$ cat src/rtl/serial_frame_ctrl.sv
// Wishbone-programmed serial frame scheduler: FIFO of frames shifted out LSB-first
// at a programmable bit period, with a programmable idle gap between frames.
module serial_frame_ctrl #(
  parameter int unsigned FRAME_W    = 10,
  parameter int unsigned DIV_W      = 16,
  parameter int unsigned FIFO_DEPTH = 4
) (
  input  logic        clk_i,
  input  logic        rstn_i,
  input  logic        cyc_i,
  input  logic        stb_i,
  input  logic        we_i,
  input  logic [1:0]  adr_i,
  input  logic [31:0] dat_i,
  output logic [31:0] dat_o,
  output logic        ack_o,
  output logic        data_o,
  output logic        ena_o,
  output logic        busy_o
);

  localparam int unsigned PTR_W = $clog2(FIFO_DEPTH);
  localparam int unsigned LVL_W = PTR_W + 1;
  localparam logic [7:0]  IDX_LAST = 8'(FRAME_W - 1);

  typedef enum logic [1:0] {ST_IDLE, ST_SHIFT, ST_GAP} state_e;

  state_e               state_q, state_d;
  logic                 ack_q, ack_d;
  logic [31:0]          dat_o_q, dat_o_d;
  logic [DIV_W-1:0]     div_q, div_d;
  logic                 en_q, en_d;
  logic [7:0]           gap_q, gap_d;
  logic                 ovf_q, ovf_d;
  logic [PTR_W-1:0]     wr_ptr_q, wr_ptr_d, rd_ptr_q, rd_ptr_d;
  logic [LVL_W-1:0]     level_q, level_d;
  logic [FRAME_W-1:0]   sr_q, sr_d;
  logic [DIV_W-1:0]     div_lat_q, div_lat_d, cnt_q, cnt_d;
  logic [7:0]           gap_lat_q, gap_lat_d, idx_q, idx_d;
  logic [FRAME_W-1:0]   fifo_mem [FIFO_DEPTH];

  logic        bus_req, wr, rd, full, empty, push_req, push, pop;
  logic        ena, data;
  logic [31:0] rd_data;
  logic        unused_dat;

  assign unused_dat = ^dat_i;
  assign bus_req    = cyc_i & stb_i & ~ack_q;
  assign wr         = bus_req & we_i;
  assign rd         = bus_req & ~we_i;
  assign full       = (level_q == LVL_W'(FIFO_DEPTH));
  assign empty      = (level_q == '0);
  assign push_req   = wr && (adr_i == 2'd0);
  // A pop on the same edge frees the slot, so a push into a full FIFO still lands.
  assign push       = push_req && (!full || pop);

  always_comb begin
    state_d   = state_q;
    sr_d      = sr_q;
    div_lat_d = div_lat_q;
    gap_lat_d = gap_lat_q;
    cnt_d     = cnt_q;
    idx_d     = idx_q;
    pop       = 1'b0;
    ena       = 1'b0;
    data      = 1'b0;
    case (state_q)
      ST_IDLE: begin
        if (en_q && !empty) begin
          pop       = 1'b1;
          sr_d      = fifo_mem[rd_ptr_q];
          div_lat_d = div_q;
          gap_lat_d = gap_q;
          cnt_d     = '0;
          idx_d     = '0;
          state_d   = ST_SHIFT;
        end
      end
      ST_SHIFT: begin
        ena  = 1'b1;
        data = sr_q[0];
        if (cnt_q == div_lat_q) begin
          cnt_d = '0;
          sr_d  = sr_q >> 1;
          if (idx_q == IDX_LAST) begin
            idx_d   = '0;
            state_d = (gap_lat_q != '0) ? ST_GAP : ST_IDLE;
          end else begin
            idx_d = idx_q + 8'd1;
          end
        end else begin
          cnt_d = cnt_q + DIV_W'(1);
        end
      end
      ST_GAP: begin
        if (cnt_q == div_lat_q) begin
          cnt_d = '0;
          if (idx_q == gap_lat_q - 8'd1) begin
            idx_d   = '0;
            state_d = ST_IDLE;
          end else begin
            idx_d = idx_q + 8'd1;
          end
        end else begin
          cnt_d = cnt_q + DIV_W'(1);
        end
      end
      default: state_d = ST_IDLE;
    endcase
  end

  always_comb begin
    rd_data = '0;
    case (adr_i)
      2'd1: rd_data[DIV_W-1:0] = div_q;
      2'd2: begin
        rd_data[0]          = (state_q != ST_IDLE);
        rd_data[1]          = empty;
        rd_data[2]          = full;
        rd_data[3]          = ovf_q;
        rd_data[4 +: LVL_W] = level_q;
      end
      2'd3: begin
        rd_data[0]    = en_q;
        rd_data[15:8] = gap_q;
      end
      default: rd_data = '0;
    endcase
  end

  always_comb begin
    ack_d    = cyc_i & stb_i & ~ack_q;
    dat_o_d  = rd ? rd_data : '0;
    div_d    = div_q;
    en_d     = en_q;
    gap_d    = gap_q;
    ovf_d    = ovf_q;
    wr_ptr_d = wr_ptr_q;
    rd_ptr_d = rd_ptr_q;
    level_d  = level_q;
    if (wr) begin
      case (adr_i)
        2'd1: div_d = dat_i[DIV_W-1:0];
        2'd2: if (dat_i[3]) ovf_d = 1'b0;
        2'd3: begin
          en_d  = dat_i[0];
          gap_d = dat_i[15:8];
        end
        default: ;
      endcase
    end
    if (push_req && full && !pop) ovf_d = 1'b1;
    if (push) wr_ptr_d = wr_ptr_q + PTR_W'(1);
    if (pop)  rd_ptr_d = rd_ptr_q + PTR_W'(1);
    if (push && !pop) level_d = level_q + LVL_W'(1);
    else if (pop && !push) level_d = level_q - LVL_W'(1);
  end

  always_ff @(posedge clk_i) begin
    if (push) fifo_mem[wr_ptr_q] <= dat_i[FRAME_W-1:0];
  end

  always_ff @(posedge clk_i or negedge rstn_i) begin
    if (!rstn_i) begin
      state_q   <= ST_IDLE;
      ack_q     <= 1'b0;
      dat_o_q   <= '0;
      div_q     <= DIV_W'(3);
      en_q      <= 1'b0;
      gap_q     <= 8'd2;
      ovf_q     <= 1'b0;
      wr_ptr_q  <= '0;
      rd_ptr_q  <= '0;
      level_q   <= '0;
      sr_q      <= '0;
      div_lat_q <= '0;
      gap_lat_q <= '0;
      cnt_q     <= '0;
      idx_q     <= '0;
    end else begin
      state_q   <= state_d;
      ack_q     <= ack_d;
      dat_o_q   <= dat_o_d;
      div_q     <= div_d;
      en_q      <= en_d;
      gap_q     <= gap_d;
      ovf_q     <= ovf_d;
      wr_ptr_q  <= wr_ptr_d;
      rd_ptr_q  <= rd_ptr_d;
      level_q   <= level_d;
      sr_q      <= sr_d;
      div_lat_q <= div_lat_d;
      gap_lat_q <= gap_lat_d;
      cnt_q     <= cnt_d;
      idx_q     <= idx_d;
    end
  end

  assign ack_o  = ack_q;
  assign dat_o  = dat_o_q;
  assign data_o = data;
  assign ena_o  = ena;
  assign busy_o = (state_q != ST_IDLE);

endmodule

$ cat config.mk
export PLATFORM = sky130hd
export DESIGN_NAME = serial_frame_ctrl
export DESIGN_NICKNAME = d
export VERILOG_FILES = /design/src/rtl/serial_frame_ctrl.sv
export SDC_FILE = /design/constraint.sdc
export NUM_CORES = 1
export LEC_CHECK = 0
export CORE_ASPECT_RATIO = 1.4
export CORE_MARGIN = 8
export CORE_UTILIZATION = 45
export DETAILED_ROUTE_END_ITERATION = 8
export PLACE_DENSITY_LB_ADDON = 0.12
export SLEW_MARGIN = 15
export SYNTH_ARGS = -nofsm -noshare
export SYNTH_HDL_FRONTEND = slang
export SYNTH_SLANG_ARGS = --single-unit
$ cat constraint.sdc
create_clock -name clk_i -period 4.5 [get_ports clk_i]
set_clock_uncertainty 0.05 [all_clocks]
set_input_delay 1.35 -clock clk_i [delete_from_list [all_inputs] [get_ports clk_i]]
set_output_delay 1.35 -clock clk_i [all_outputs]
set_load 0.05 [all_outputs]
==> results of run 1 <==
## per-stage QoR
step	hold slack (ns)	instance area (µm²)
3_5_place_dp	0.4018	7624
6_report	0.4242	8204
2_1_floorplan	0.3990	7144
4_1_cts	0.4223	8204
5_1_grt	0.4549	8204
3_3_place_gp	0.4087	7624
## metal layers
layer | share of wire (%) | routed length, µm | GRT usage, %
met1 | 42 | 6320 | 18.11
met2 | 53 | 7867 | 28.06
met3 | 3.4 | 507 | 3.490
met4 | 1.7 | 259 | 6.115
met5 | 0 | 0 | 0
## how the worst max path moves through the flow
stage | endpoint | startpoint | slack (ns)
2_1_floorplan | level_q[2]$_DFFE_PN0P_ | cyc_i | 1.21
3_3_place_gp | level_q[2]$_DFFE_PN0P_ | cyc_i | 0.70
3_5_place_dp | level_q[2]$_DFFE_PN0P_ | stb_i | 0.64
4_1_cts | data_o | state_q[1]$_DFFE_PN0P_ | 0.49
5_1_grt | data_o | state_q[1]$_DFFE_PN0P_ | 0.39
6_report | data_o | state_q[1]$_DFFE_PN0P_ | 0.53
## power by group
| part | internal (mW) | switching [mW] |
|---|---|---|
| registers | 1.68 | 0.324 |
| clock network | 0.819 | 0.560 |
| logic | 0.699 | 0.882 |
| total | 3.20 | 1.77 |
## cells in the mapped netlist (all sizes together), types with 10 or more instances
cell type  number  area share (%)
o21ai          11            0.78
and3           10            0.88
a31oi          12             1.1
and2           10            0.88
nor2           26             1.4
nand2          42             2.2
nand3          18             1.3
a22o           10             1.2
clkbuf         13            0.69
mux4           10             3.2
a21oi          17             1.2
dfrtp         107              38
buf            26             2.5
ha             20             3.5
mux2           52             8.3
edfxtp         40              17
xor2           32             4.0
inv            20             1.1
## final cells by class
cell class,instances,area (µm²)
clock inverters,14,151.4
fillers,1360,7268
well taps,196,245.2
clock buffers,18,429.2
repair buffers,44,445.4
multi-input cells,360,2900
flip-flops and latches,150,3958
inverters,20,75.07
## flip-flops by register name, indices dropped and copies added (netlist names), 2 cells and up
name and count:
cnt_q 16, dat_o 16, div_lat_q 16, div_q 16, fifo_mem 40, gap_lat_q 8, gap_q 8, idx_q 8
level_q 3, rd_ptr_q 2, sr_q 10, state_q 2, wr_ptr_q 2
## kinds of logic after synthesis
group | count (synthesis) | share of synthesized area (%)
buffers and inverters | 59 | 4.290
AOI/OAI and AO/OA | 78 | 8.191
xor gates and xnor gates | 39 | 5.013
DFF | 150 | 55.83
and+or+nand+nor | 140 | 10.63
other | 1 | 0.05291
adders and majority gates | 21 | 3.813
muxes | 66 | 12.18
==> flow_metrics.tcl, run 1 <==
set metrics [dict create \
    max-slew-margin-rel_pct 42.68 \
    criticalPathCategory "reg2out" \
    antenna_found_initial 0 \
    netlist_area_um2 7088 \
    syn_avg_cell_area_um2 12.79 \
    cp-end-kind "primary output" \
    report.final.slew_viol_count 0 \
    reg2reg_from "state_q[1]$_DFFE_PN0P_" \
    cts_buffers 17 \
    period_share_pct 88.27 \
    diodes 0 \
    cts-resized-gates 0 \
    status "completed" \
    cp.buffers_inverters 2 \
    cp.depth 4 \
    worst_slack_ns 0.5280 \
    tightest_slew_ns 0.8598 \
    critical_path_arrival_ns 2.57 \
    final_cell_mix "dfrtp_1 (107), mux2_2 (51), nand2_1 (42), clkdlybuf4s50_1 (41), edfxtp_1 (40)" \
    area_delta_synth_final_pct 15.75 \
    power_density_nw_per_um2 605.6 \
    r2r_setup_slack_ns 1.51 \
    place_congestion 0.8267 \
    leakage_nw 3.476 \
    cts.sinks 150 \
    ir_drop_mv 0.2505 \
    hold_end "ack_o$_DFF_PN0_" \
    ys_seq_elements 150 \
    worst-path-max-fanout 15 \
    grt_overflow_total 0 \
    clk_latency_ns 0.42 \
    core_um2 15470 \
    num_vias 4367 \
    wl_mm 14.95 \
    root_buffer "clkbuf_16" \
    yosys_warnings 0 \
    hold_viol 0 \
    setup_viol 0 \
    first_pass_iters 5 \
    synthDistinctLibCells 61 \
    synth_ff_type "dfrtp_1" \
    die-area_um2 20080 \
    numPortBuffers 42 \
    r2r_cells 8 \
    start_util_pct 45.81 \
    slowest_stage "clkdlybuf4s50_1" \
    drt-initial-drc-count 237 \
    fmax_mhz 251.8 \
    grt_pass1_vias 4702 \
    clk_pin_slew_worst_paths_ns 0.06 \
    cpPeakStageDelay_ns 0.80 \
    num_rows 54 \
    cts_tree "built" \
    grt_usage_pct 15.82 \
    r2r_end "idx_q[4]$_DFFE_PN0P_" \
    grt_max_degree 59 \
    hold_start "ack_o$_DFF_PN0_" \
    drt.antenna.violating_nets 0 \
    layout.cells.non_filler 802 \
    min_period_ns 3.972 \
    crit_required_ns 3.10 \
    synth_async_sr_flop_share_pct 73.33 \
    ios 75 \
    drv_cap 0 \
    synth_edf_count 40 \
    detailed_place_hpwl_mm 10.66 \
    final_common_cell "dfrtp_1" \
    setup_tns_ns 0 \
    hold_class "reg2reg" \
    routed_via_density 5.445 \
    worstSetupStartpointType "flop" \
    die_h_um 164.5 \
    crit_chain "inv_1, ha_1, and2_1, clkdlybuf4s50_1" \
    synth_cells 554 \
    drc 0 \
    rsz0062_at_grt "no" \
    synth_seq_area_share_pct 55.83 \
    place_ws_ns 0.6416 \
    post-route-util_pct 53.02 \
    p_total_mw 4.969 \
    grt_pass1_wl_mm 24.62 \
    path_delay_family "buffers and inverters" \
    dp_cells 770 \
    h-tree-depth 4 \
    wl_per_cell_um 18.65 \
    post-cts-setup-buffer-count 0 \
    clk_path_buf_depth 2 \
    min_delay_path_depth 1 \
    die_w_um 122.1 \
    hold_buffers 0 \
    drive_above_1_share_pct 18.48 \
    nets 653 \
]
No activity file was read; power rests on OpenSTA's default activity.
==> run 2: changes to the inputs <==
--- a/config.mk
+++ b/config.mk
@@ -5,12 +5,13 @@
 export SDC_FILE = /design/constraint.sdc
 export NUM_CORES = 1
 export LEC_CHECK = 0
+export ABC_AREA = 1
 export CORE_ASPECT_RATIO = 1.4
 export CORE_MARGIN = 8
 export CORE_UTILIZATION = 45
 export DETAILED_ROUTE_END_ITERATION = 8
 export PLACE_DENSITY_LB_ADDON = 0.12
-export SLEW_MARGIN = 15
+export SLEW_MARGIN = 20
 export SYNTH_ARGS = -nofsm -noshare
 export SYNTH_HDL_FRONTEND = slang
 export SYNTH_SLANG_ARGS = --single-unit
==> run 2 against run 1 <==
Compared with the run above:
- die area rose by 3.2%
- global-route usage rose by 0.82 points
- non-clock buffer count rose by 7
- sequential share of layout area fell by 1.8 points
- critical path depth did not move
- combinational power rose by 15%
- critical endpoint is now busy_o
- sequential power fell by 3%
- clock power rose by 4%
- worst hold slack improved by 0.033 ns
- routed wire length rose by 7.6%
- synthesized cell count rose by 51%
==> flow_metrics.tcl, run 2 <==
set metrics [dict create \
    status "completed" \
    num_vias 5561 \
    cts_tree "built" \
    synth_top_area_share_pct 36.47 \
    synth_ff_type "dfrtp_1" \
    num_rows 55 \
    leakage_nw 3.893 \
    period_share_pct 81.42 \
    clk_latency_ns 0.42 \
    routed_via_density 5.065 \
    yosys_warnings 0 \
    first_pass_iters 5 \
    dp_cells 1066 \
    root_buffer "clkbuf_16" \
    ios 75 \
    reg2reg_from "state_q[0]$_DFFE_PN0P_" \
    hold_class "reg2reg" \
    grt_usage_pct 16.65 \
    worstSetupStartpointType "flop" \
    grt_overflow_total 0 \
    criticalPathCategory "reg2out" \
    drt-initial-drc-count 345 \
    setup_viol 0 \
    whs_ns 0.4568 \
    synth_edf_count 40 \
    rsz0062_at_grt "no" \
    area_delta_synth_final_pct 16.12 \
    numPortBuffers 42 \
    netlist_area_um2 7342 \
    place_congestion 0.9057 \
    yosysMostFrequentCell "nand2_1" \
    diodes 0 \
    grt_pass1_vias 5727 \
    largest_reg_flops 40 \
    hold_end "rd_ptr_q[1]$_DFFE_PN0N_" \
    start_util_pct 45.59 \
    cts.sinks 150 \
    cts_buffers 17 \
    layout.cells.non_filler 1098 \
    min_delay_path_depth 1 \
    hold_start "rd_ptr_q[1]$_DFFE_PN0N_" \
    power_density_nw_per_um2 608.7 \
    final_cell_mix "nand2_1 (236), inv_1 (112), dfrtp_1 (107), o21ai_0 (74), nor2_1 (49)" \
    wl_per_cell_um 14.65 \
    ys_top_cells_by_count "nand2_1 (236), inv_1 (112), dfrtp_1 (107)" \
    antenna_found_initial 0 \
    cts-resized-gates 0 \
    synth_cells 839 \
    ys_seq_elements 150 \
    synth_async_sr_flop_share_pct 73.33 \
    critical_path_arrival_ns 2.26 \
    drt.antenna.violating_nets 0 \
    crit_required_ns 3.10 \
    setup_tns_ns 0 \
    ys_top_cells_by_area "dfrtp_1 (36%), edfxtp_1 (16%), nand2_1 (12%)" \
    clk_pin_slew_worst_paths_ns 0.06 \
    nets 946 \
    hold_buffers 0 \
    max-slew-margin-rel_pct 50.92 \
    slowest_stage "clkdlybuf4s50_1" \
    path_delay_family "buffers and inverters" \
    syn_avg_cell_area_um2 8.751 \
    worst-path-max-fanout 4 \
    ir_drop_mv 0.2739 \
    cpPeakStageDelay_ns 0.86 \
    drc 0 \
    grt_max_degree 70 \
    drive_above_1_share_pct 7.341 \
    synth_seq_area_share_pct 53.90 \
    cp-end-kind "primary output" \
    cp.buffers_inverters 3 \
    r2r_end "level_q[2]$_DFFE_PN0P_" \
    hold_viol 0 \
    core_um2 16100 \
    min_period_ns 3.664 \
    grt_pass1_wl_mm 27.14 \
    post-cts-setup-buffer-count 0 \
    die-area_um2 20720 \
    die_w_um 124.0 \
    detailed_place_hpwl_mm 11.80 \
    fmax_mhz 272.9 \
    clk_path_buf_depth 2 \
    r2r_setup_slack_ns 1.53 \
    crit_chain "inv_1, ha_1, inv_1, clkdlybuf4s50_1" \
    final_common_cell "nand2_1" \
    largest-register "fifo_mem" \
    h-tree-depth 4 \
    r2r_cells 10 \
    report.final.slew_viol_count 0 \
    die_h_um 167.1 \
    wl_mm 16.08 \
    tightest_slew_ns 0.7362 \
    post-route-util_pct 52.94 \
    critical_path.most_common_cell "inv_1" \
    synthDistinctLibCells 42 \
    drv_cap 0 \
    synth.largest_area_cell "dfrtp_1" \
]
## run 2: stage by stage
stage | worst slack [ns] | area [µm²] | power, mW
final | 0.8362 | 8526 | 5.189
after floorplan | 1.313 | 7398 | 3.335
after global routing | 0.6924 | 8526 | 5.573
after global placement | 0.5750 | 7924 | 3.722
after CTS | 0.7930 | 8526 | 5.245
after detailed placement | 0.5415 | 7924 | 3.781
## run 2: cell type report
cell class              count  area (µm²)
multi-input cells         548        2776
repair buffers             51       498.0
clock buffers              18       429.2
fillers                  1521        7577
inverters                 118       442.9
flip-flops and latches    150        3958
clock inverters            14       172.7
well taps                 199       249.0
## run 2: worst max-delay path by stage
stage | start | endpoint | depth (start not counted) | slack [ns]
floorplan | stb_i | level_q[2]$_DFFE_PN0P_ | 10 | 1.31
global placement | stb_i | level_q[2]$_DFFE_PN0P_ | 11 | 0.57
detailed placement | stb_i | level_q[2]$_DFFE_PN0P_ | 11 | 0.54
CTS | state_q[0]$_DFFE_PN0P_ | busy_o | 4 | 0.79
global route | state_q[1]$_DFFE_PN0P_ | data_o | 5 | 0.69
finish | state_q[0]$_DFFE_PN0P_ | busy_o | 4 | 0.84
## run 2: report_power, final
part	switching (mW)	internal, mW
Combinational	1.20	0.610
Clock	0.559	0.877
Sequential	0.253	1.69
## run 2: layer usage
| metal | wire length (µm) | GRT usage (%) |
|---|---|---|
| met4 | 370 | 7.217 |
| met3 | 596 | 3.534 |
| met1 | 6645 | 18.74 |
| met5 | 0 | 0 |
| met2 | 8471 | 29.25 |
## run 2: cells by family after synthesis
logic type / share of synthesized area [%]
adder cells (fa/ha/maj): 3.681
multiplexers: 0.1534
XOR/XNOR: 1.789
AND/OR/NAND/NOR: 19.50
buffers and inverters: 9.083
AO/OA/AOI/OAI: 11.84
other: 0.05108
flip-flops: 53.90
## run 2: worst reg2reg max path, cell delays in order (launching register included)
cell	delay, ns
dfrtp_1	0.40
inv_1	0.13
ha_1	0.26
nand3_2	0.37
a21oi_1	0.55
ha_1	0.23
inv_1	0.07
fa_1	0.38
a21oi_1	0.15
o21ai_0	0.11
xor2_1	0.15
